**config.mk**
```make
export PLATFORM = sky130hd
export DESIGN_NAME = regfile_sb
export DESIGN_NICKNAME = d
export VERILOG_FILES = /design/src/rtl/regfile_pkg.sv /design/src/rtl/regfile_sb_scoreboard.sv /design/src/rtl/regfile_sb.sv
export SDC_FILE = /design/constraint.sdc
export NUM_CORES = 1
export LEC_CHECK = 0
export BUFFER_PORTS_ARGS = -buffer_cell sky130_fd_sc_hd__buf_2
export CAP_MARGIN = 5
export CORE_UTILIZATION = 36
export DETAILED_ROUTE_END_ITERATION = 16
export GPL_TIMING_DRIVEN = 0
export PLACE_DENSITY = 0.59
export REMOVE_ABC_BUFFERS = 1
export SLEW_MARGIN = 5
export SYNTH_ARGS = -nofsm -noshare
export SYNTH_HDL_FRONTEND = slang
export SYNTH_SLANG_ARGS = --single-unit
```
**constraint.sdc**
```tcl
create_clock -name clk -period 7.35 [get_ports clk]
set_input_delay 1.1025 -clock clk [delete_from_list [all_inputs] [get_ports clk]]
set_output_delay 1.1025 -clock clk [all_outputs]
set_load 0.005 [all_outputs]
```
**src/rtl/regfile_pkg.sv**
```systemverilog
// Shared register-file definitions: clear-FSM state encoding and default geometry.
// Optional write-to-read bypass in regfile_sb is enabled by defining REGFILE_SB_BYPASS_EN.
package regfile_pkg;

    localparam int DEFAULT_WIDTH = 32;
    localparam int DEFAULT_DEPTH = 32;

    typedef enum logic {
        ST_CLEAR = 1'b0,
        ST_READY = 1'b1
    } state_e;

endpackage

```
**src/rtl/regfile_sb_scoreboard.sv**
```systemverilog
// Pending-write scoreboard: one bit per register, set by mark, cleared by writeback.
// A mark and a writeback to the same register in one cycle leave the bit set.
module regfile_sb_scoreboard
    import regfile_pkg::*;
#(
    parameter int DEPTH = DEFAULT_DEPTH,
    parameter int AW    = $clog2(DEPTH)
) (
    input  logic             clk,
    input  logic             rst_n_i,
    input  logic             en_i,
    input  logic             mark_i,
    input  logic [AW-1:0]    ma_i,
    input  logic             we_i,
    input  logic [AW-1:0]    wa_i,
    output logic [DEPTH-1:0] pend_o
);

    logic [DEPTH-1:0] pend_q;
    logic [DEPTH-1:0] pend_d;

    genvar gi;
    generate
        for (gi = 0; gi < DEPTH; gi++) begin : g_pend
            if (gi == 0) begin : g_zero
                assign pend_d[gi] = 1'b0;
            end else begin : g_bit
                logic set_w;
                logic clr_w;
                assign set_w = en_i && mark_i && (ma_i == AW'(gi));
                assign clr_w = en_i && we_i && (wa_i == AW'(gi));
                // New producer issued wins over the retiring one.
                assign pend_d[gi] = set_w ? 1'b1 : (clr_w ? 1'b0 : pend_q[gi]);
            end
        end
    endgenerate

    always_ff @(posedge clk or negedge rst_n_i) begin
        if (!rst_n_i) begin
            pend_q <= '0;
        end else begin
            pend_q <= pend_d;
        end
    end

    assign pend_o = pend_q;

endmodule

```
**src/rtl/regfile_sb.sv**
```systemverilog
// Two-read/one-write register file with r0 hardwired to zero, post-reset clear engine,
// pending scoreboard and optional same-cycle bypass (define REGFILE_SB_BYPASS_EN).
module regfile_sb
    import regfile_pkg::*;
#(
    parameter int WIDTH = DEFAULT_WIDTH,
    parameter int DEPTH = DEFAULT_DEPTH,
    parameter int AW    = $clog2(DEPTH)
) (
    input  logic             clk,
    input  logic             reset_n,
    input  logic [AW-1:0]    ra1,
    input  logic [AW-1:0]    ra2,
    output logic [WIDTH-1:0] rd1,
    output logic [WIDTH-1:0] rd2,
    output logic             busy1,
    output logic             busy2,
    input  logic             we3,
    input  logic [AW-1:0]    wa3,
    input  logic [WIDTH-1:0] wd3,
    input  logic             mark,
    input  logic [AW-1:0]    ma,
    output logic             ready
);

    state_e            state_q;
    state_e            state_d;
    logic [AW-1:0]     ptr_q;
    logic [AW-1:0]     ptr_d;
    logic              clearing;

    logic [WIDTH-1:0]  mem [DEPTH];
    logic              mem_we;
    logic [AW-1:0]     mem_wa;
    logic [WIDTH-1:0]  mem_wd;
    logic [DEPTH-1:0]  pend;

    always_ff @(posedge clk or negedge reset_n) begin
        if (!reset_n) begin
            state_q <= ST_CLEAR;
            ptr_q   <= '0;
        end else begin
            state_q <= state_d;
            ptr_q   <= ptr_d;
        end
    end

    always_comb begin
        state_d = state_q;
        ptr_d   = ptr_q;
        case (state_q)
            ST_CLEAR: begin
                ptr_d = ptr_q + 1'b1;
                if (ptr_q == AW'(DEPTH - 1)) begin
                    state_d = ST_READY;
                end
            end
            default: state_d = ST_READY;
        endcase
    end

    always_comb begin
        ready    = (state_q == ST_READY);
        clearing = (state_q == ST_CLEAR);
    end

    // The array has no reset; the clear engine walks it to zero instead.
    assign mem_we = clearing || (we3 && (wa3 != '0));
    assign mem_wa = clearing ? ptr_q : wa3;
    assign mem_wd = clearing ? '0 : wd3;

    always_ff @(posedge clk) begin
        if (mem_we) begin
            mem[mem_wa] <= mem_wd;
        end
    end

    regfile_sb_scoreboard #(
        .DEPTH (DEPTH),
        .AW    (AW)
    ) u_scoreboard (
        .clk     (clk),
        .rst_n_i (reset_n),
        .en_i    (ready),
        .mark_i  (mark),
        .ma_i    (ma),
        .we_i    (we3),
        .wa_i    (wa3),
        .pend_o  (pend)
    );

    logic [AW-1:0]    ra_w   [2];
    logic [WIDTH-1:0] rd_w   [2];
    logic             busy_w [2];

    assign ra_w[0] = ra1;
    assign ra_w[1] = ra2;

    genvar gi;
    generate
        for (gi = 0; gi < 2; gi++) begin : g_rport
            logic hit;
`ifdef REGFILE_SB_BYPASS_EN
            assign hit = ready && we3 && (wa3 != '0) && (ra_w[gi] == wa3);
`else
            assign hit = 1'b0;
`endif
            always_comb begin
                rd_w[gi] = '0;
                if (ready && (ra_w[gi] != '0)) begin
                    rd_w[gi] = hit ? wd3 : mem[ra_w[gi]];
                end
            end
            assign busy_w[gi] = pend[ra_w[gi]] && !hit;
        end
    endgenerate

    assign rd1   = rd_w[0];
    assign rd2   = rd_w[1];
    assign busy1 = busy_w[0];
    assign busy2 = busy_w[1];

endmodule

```
Yosys cells after proc, flatten, opt, wreduce, memory -nomap -nowiden
Memories as Yosys holds them, arrays and structs flattened.
Index checks and enable logic that the tools add are counted.
{"block": "word_totals", "register_bits": 37, "mem_count": 1, "mem_bits_ro": 0, "ram_bits": 1024, "latchBits": 0, "elab_cells": 277, "output_inout_bits": 67}
{"block": "op_classes", "mul": 0, "div_mod_pow": 0, "addsub": 1, "reduce_logical": 102, "n_lt_le_gt_ge": 2, "n_mux": 74, "n_eq_ne": 63, "shifts": 0, "bitwise_logic": 1}
{"name": "mem", "words": 32, "word_bits": 32, "read_ports": 2, "rd_clocked_by_memory_dff": 0, "wr": 1, "line": "regfile_sb.sv:32", "text": "logic [WIDTH-1:0] mem [DEPTH];"}
{"operator": "5-bit equality test (second input constant)", "n": 33}
{"operator": "32-bit 2-to-1 mux", "n": 3}
{"operator": "5-bit by 4-bit equality test with 1-bit output (second input constant)", "n": 16}
{"operator": "1-bit 2-to-1 mux", "n": 68}
{"operator": "1-bit logical AND", "n": 67}
{"operator": "2-bit nonzero test", "n": 31}
{"operator": "5-bit by 3-bit equality test with 1-bit output (second input constant)", "n": 8}
{"operator": "5-bit by 2-bit equality test with 1-bit output (second input constant)", "n": 4}
{"operator": "5-bit nonzero test", "n": 3}
{"operator": "5-bit by 6-bit less-than comparator with 1-bit output (second input constant)", "n": 2}
{"operator": "1-bit binary-select mux with 5-bit select", "n": 2}
{"operator": "5-bit by 1-bit equality test with 1-bit output (second input constant)", "n": 2}
{"operator": "5-bit by 1-bit adder with 5-bit output (second input constant)", "n": 1}
{"operator": "5-bit 2-to-1 mux", "n": 1}
{"operator": "1-bit logical OR", "n": 1}
{"operator": "1-bit NOT", "n": 1}

Logic depth before layout (Yosys ltp)
{"block": "depth", "word_depth": 5, "ltp_mapped": 9, "depth_no_buf": 5}

Cells and area by module
Synthesis repeated with hierarchy kept, for this count alone.
{"block": "unflattened", "hier_cells": 2944, "area_unflattened_um2": 50010.5}
{"mod": "regfile_sb", "instances": 1, "area_each_um2": 48589.1, "cells_per_inst": 2807, "seq_area_each_um2": 30899.6}
{"mod": "regfile_sb_scoreboard", "instances": 1, "area_each_um2": 1421.4, "cells_per_inst": 137, "seq_area_each_um2": 775.7}

Least setup slack after synthesis
Ideal clock, no wire load.
{"block": "synth_path", "path_type": "input-to-output", "start": "input ra2[0]", "end": "output rd2[14]", "path_slack_ns": 3.518, "path_buffers": 3, "arrival_time_ns": 2.730, "required_time_ns": 6.247, "path_stages": 7, "path_cell_list": "buf_4 > buf_2 > buf_2 > mux4_2 > o21ai_0 > nand3_1 > and2_1"}
{"block": "synth_via", "elab_chain_cells": 3, "elab_cells_between_ends": 4}
{"element": "start, declared", "line": "regfile_sb.sv:13", "text": "input logic [AW-1:0] ra2,"}
{"element": "branches (longest 2 deep; another with memory 32 x 32 bit)"}
{"element": "32-bit 2-to-1 mux *", "line": "regfile_sb.sv:110", "text": "if (ready && (ra_w[gi] != '0)) begin"}
{"element": "end, declared", "line": "regfile_sb.sv:15", "text": "output logic [WIDTH-1:0] rd2,"}
Every way passes the cells marked *.

Final worst setup path
{"block": "layout_path", "start": "input ra2[1]", "end": "output rd2[31]"}
The elaborated chain is that of the path after synthesis.

==> impl_results.md <==
* Share of synthesized area occupied by flip-flops and latches at 0.6321
* # hold bufs at CTS at 0
* Count of nets after finishing at 3175
* Max-slew violation count at 0
* Multiplexer fraction of the synthesized cell area at 0.2340
* Post-CTS Setup Inserts at 0
* Part of the power in the clock network at 0.395
* Simple-gate portion of the synthesized area at 0.03076
* Delay of the slowest cell on the worst path at 720 ps
* Pwr Total at 13.09 mW
* Count of filler cells inserted in the layout at 12264
* Commonest register cell after synthesis: edfxtp_1
* Hold Fails Final Rpt at 0
* Routed via count at approximately 30000
* Tightest slew margin relative to the limit at 0.1482
* Synthesized netlist cell count at approximately 3000
* Total DRC errors in the routed layout at 0
* Share of synthesized cell area in full adder, half adder and majority cells at 0.0004993
* Post-route clock skew at approximately 20 ps
* Count of unique library cells instantiated by Yosys at 50
* # clock sinks at between 1000 and 1500
* Top cells by area, synth: edfxtp_1, mux4_2, mux2i_1
* H-tree levels at 3
* Startpoint-to-endpoint class of the critical path: in2out
* Class of the tightest hold or removal check: reg2reg
* Cell breakdown of the critical path: buf_8 -> buf_16 -> buf_16 -> nor2_4 -> buf_16 -> a311oi_4 -> buf_8 -> nand2b_1 -> nor2_1 -> nand4b_1 -> buf_2
* Total length of routed wires at approximately 150000 um
* Worst slew pin tran at 1276 ps
* Master cell of the clock root buffer: clkbuf_16
* RSZ-0062 raised after global routing: no
* Clock tree from TritonCTS: yes
* Maximum fanout along the worst path at 82
* Synthesized-area fraction occupied by xor and xnor cells at 0.0005243
* Post-synth top area cell: edfxtp_1
* FMAX at 165.7 MHz
* GRT overflow at 0
* Finish-stage setup viols at 0
* Count of flip-flops with a built-in enable after synthesis at ~1000
* Horizontal die dimension at 375.1 um
* Clock latency of the later-clocked register in the worst-skew pair at 690 ps
* Number of antenna cells inserted at 0
* WHS at 506.4 ps
* Share of final-layout standard cells stronger than drive strength 1 at 0.2211
* # Max-Cap Violations at 0
* Area occupied by registers at between 30000 and 40000 um2
* Minimum period implied by the final worst setup slack at ~6000 ps
* Type of element launching the critical path: input port
* Number of global-route vias before repair at 30634
* Part of the power in combinational logic at 0.093
* Vias per Instance at 6.027
* Outcome: completed
* Die Y at 375.1 um
* Maximum number of pins on one net before global-route repair at 90
* Floorplan core area at between 100000 and 150000 um2
* Synthesized flop and latch total at 1061
* Ports at 123
* Total area of multi-input combinational cells at 17680 um2
* Clock transition at the registers of the reported paths at around 60 ps
* Slowest cell on the critical path: a311oi_4
* Worst VDD drop at 0.1761 mV
* Post-synth ARST share at 0.03487
* Antenna violations before repair at 2
* Pint at between 10 and 15 mW
* Compound-cell area share of the yosys netlist at 0.07972
* Switching component of the power at between 3 and 4 mW
* Static power due to leakage at between 15 and 20 nW
* Total Die Area at between 100000 and 150000 um2
* Warning count from the yosys run at 0
* Sum of net half-perimeters after detailed placement at slightly below 100000 um
* Sum of negative setup slack at 0 ps
* GRT Util Overall at 0.2086
* Layout Area Growth over Synthesis at 14.48%
* Number of buffers inserted by port buffering at approximately 120
* Synth Area per Inst at about 17 um2
* Sw Ratio at 0.2325
* Initial standard-cell utilization of the core at 0.3636
* Seq pwr share at 0.511
* Worst Path Arrival at between 4000 and 5000 ps
* Synth top area share at 0.6136
* Critical path data required time at 6250 ps
* TritonCTS Buffers at 110
* Remaining number of nets flagged by the antenna check after routing at 0
* Max clock buf depth at 3
* Final GP Congestion at around 0.8
* Crit path capture type: output port
* First drt pass iteration count at 5
* CP most frequent cell: buf_16
* Number of rows created at floorplan at about 140
* Violation count after the first detailed-routing iteration at approximately 2900
* Cell Area, Synth at approximately 50000 um2
* Avg WL per Cell at about 30 um
* PwrDens at between 200 and 250 nW/um2
* Portion of the clock cycle consumed by the worst path in the final layout at 0.8213
* Dominant combinational cell family by area after synthesis: multiplexers
* First-pass GRT wire length at about 210000 um
* Resized Gates After CTS at 0
==> worst max-delay path, delay by kind of cell <==
| family | cells | cell delay [ps] |
|---|---|---|
| AOI/OAI and AO/OA | 1 | 720 |
| and+or+nand+nor | 4 | 1170 |
| buffers and inverters | 6 | 1750 |
==> per-stage QoR <==
| stage | instance area [um2] | instances | setup slack [ps] | util |
|---|---|---|---|---|
| after global placement | 51870 | 4716 | -14820 | 0.3764 |
| after global routing | 57370 | 4991 | 1077 | 0.4162 |
| final | 57370 | 4991 | 1313 | 0.4162 |
| after floorplan | 49020 | 2800 | 1817 | - |
| after CTS | 57350 | 4990 | 1177 | 0.4160 |
| after detailed placement | 54070 | 4798 | 1182 | 0.3923 |
==> Yosys cell counts, types with 8 or more instances <==
master	count
edfxtp_1	1024
mux2i_1	510
mux4_2	286
a22oi_1	134
o21ai_0	126
buf_2	106
nand2_1	103
clkbuf_1	91
a21oi_1	70
nor2_1	60
and2_1	57
a221oi_1	54
a31oi_1	52
o22ai_1	52
dfrtp_1	37
nand3_1	37
o211ai_1	32
a21o_1	25
a22o_1	23
buf_1	17
buf_4	16
mux2_2	16
nand2b_1	16
nor2b_1	10
a211oi_1	8
inv_1	8
or4_1	8
==> routing by layer <==
layer  global-route usage  share of wire  vias to the layer above  wire [um]
met1               0.2922           0.43                    15914      64430
li1                     -              -                    12744          -
met5                    0              0                        -          0
met3              0.03036          0.065                      224       9656
met2               0.3380           0.47                     1197      70390
met4              0.05884          0.028                        0       4119
==> final cells by class <==
class                      count  area share
clock buffer                 143     0.05197
clock inverter                49    0.005081
inverter                       8   0.0005234
multi-input combinational   1731      0.3081
sequential                  1061      0.5522
tap                         1794     0.03912
timing repair buffer         205     0.04305
==> path summary, 6_finish.rpt <==
check                          from                       to  slack [ps]  depth (start not counted)
max in group asynchronous   reset_n                    ready        6200                          1
min in group asynchronous   reset_n  u_scoreboard.pend_o[13]         520                          1
hold / removal             ptr_q[2]                 ptr_q[2]         510                          1
setup reg to reg              ready               mem[9][25]        4240                          5
setup / recovery             ra2[1]                  rd2[31]        1310                         11
hold reg to reg            ptr_q[2]                 ptr_q[2]         510                          1
==> logic make-up after synthesis <==
logic type / after synthesis
adders and majority gates: 2
and+or+nand+nor: 316
DFF: 1061
muxes: 812
AOI/OAI and AO/OA: 598
xor gates and xnor gates: 3
buffers and inverters: 242
==> power by group through the flow <==
| stage | Sequential, mW | Clock (mW) | Combinational [mW] |
|---|---|---|---|
| after floorplan | 6.81 | 0 | 0.589 |
| after global placement | 6.82 | 0 | 1.30 |
| after detailed placement | 6.82 | 0 | 1.22 |
| after CTS | 6.69 | 5.25 | 1.23 |
| after global routing | 6.69 | 5.48 | 1.30 |
| final | 6.69 | 5.18 | 1.22 |
==> registers in the layout, indices dropped and copies added, names as in the netlist <==
| signal | flops |
|---|---|
| mem | 1024 |
| ptr_q | 5 |
| ready | 1 |
| u_scoreboard.pend_o | 31 |
==> cells in the final DEF, fill, tap and decap left out, types with 27 or more instances in the layout <==
cell type and n:
edfxtp_1 1024, mux2i_1 510, mux4_2 286, a22oi_1 134, o21ai_0 126, buf_2 116
clkbuf_16 114, nand2_1 101, a21oi_1 68, a221oi_1 54, and2_1 53, o22ai_1 52
a31oi_1 52, buf_12 50, nand3_1 37, nor2_4 36, dfrtp_1 36, o211ai_1 32
clkbuf_1 27, clkinv_1 27
Note: power is estimated with default switching activity, not from simulation.
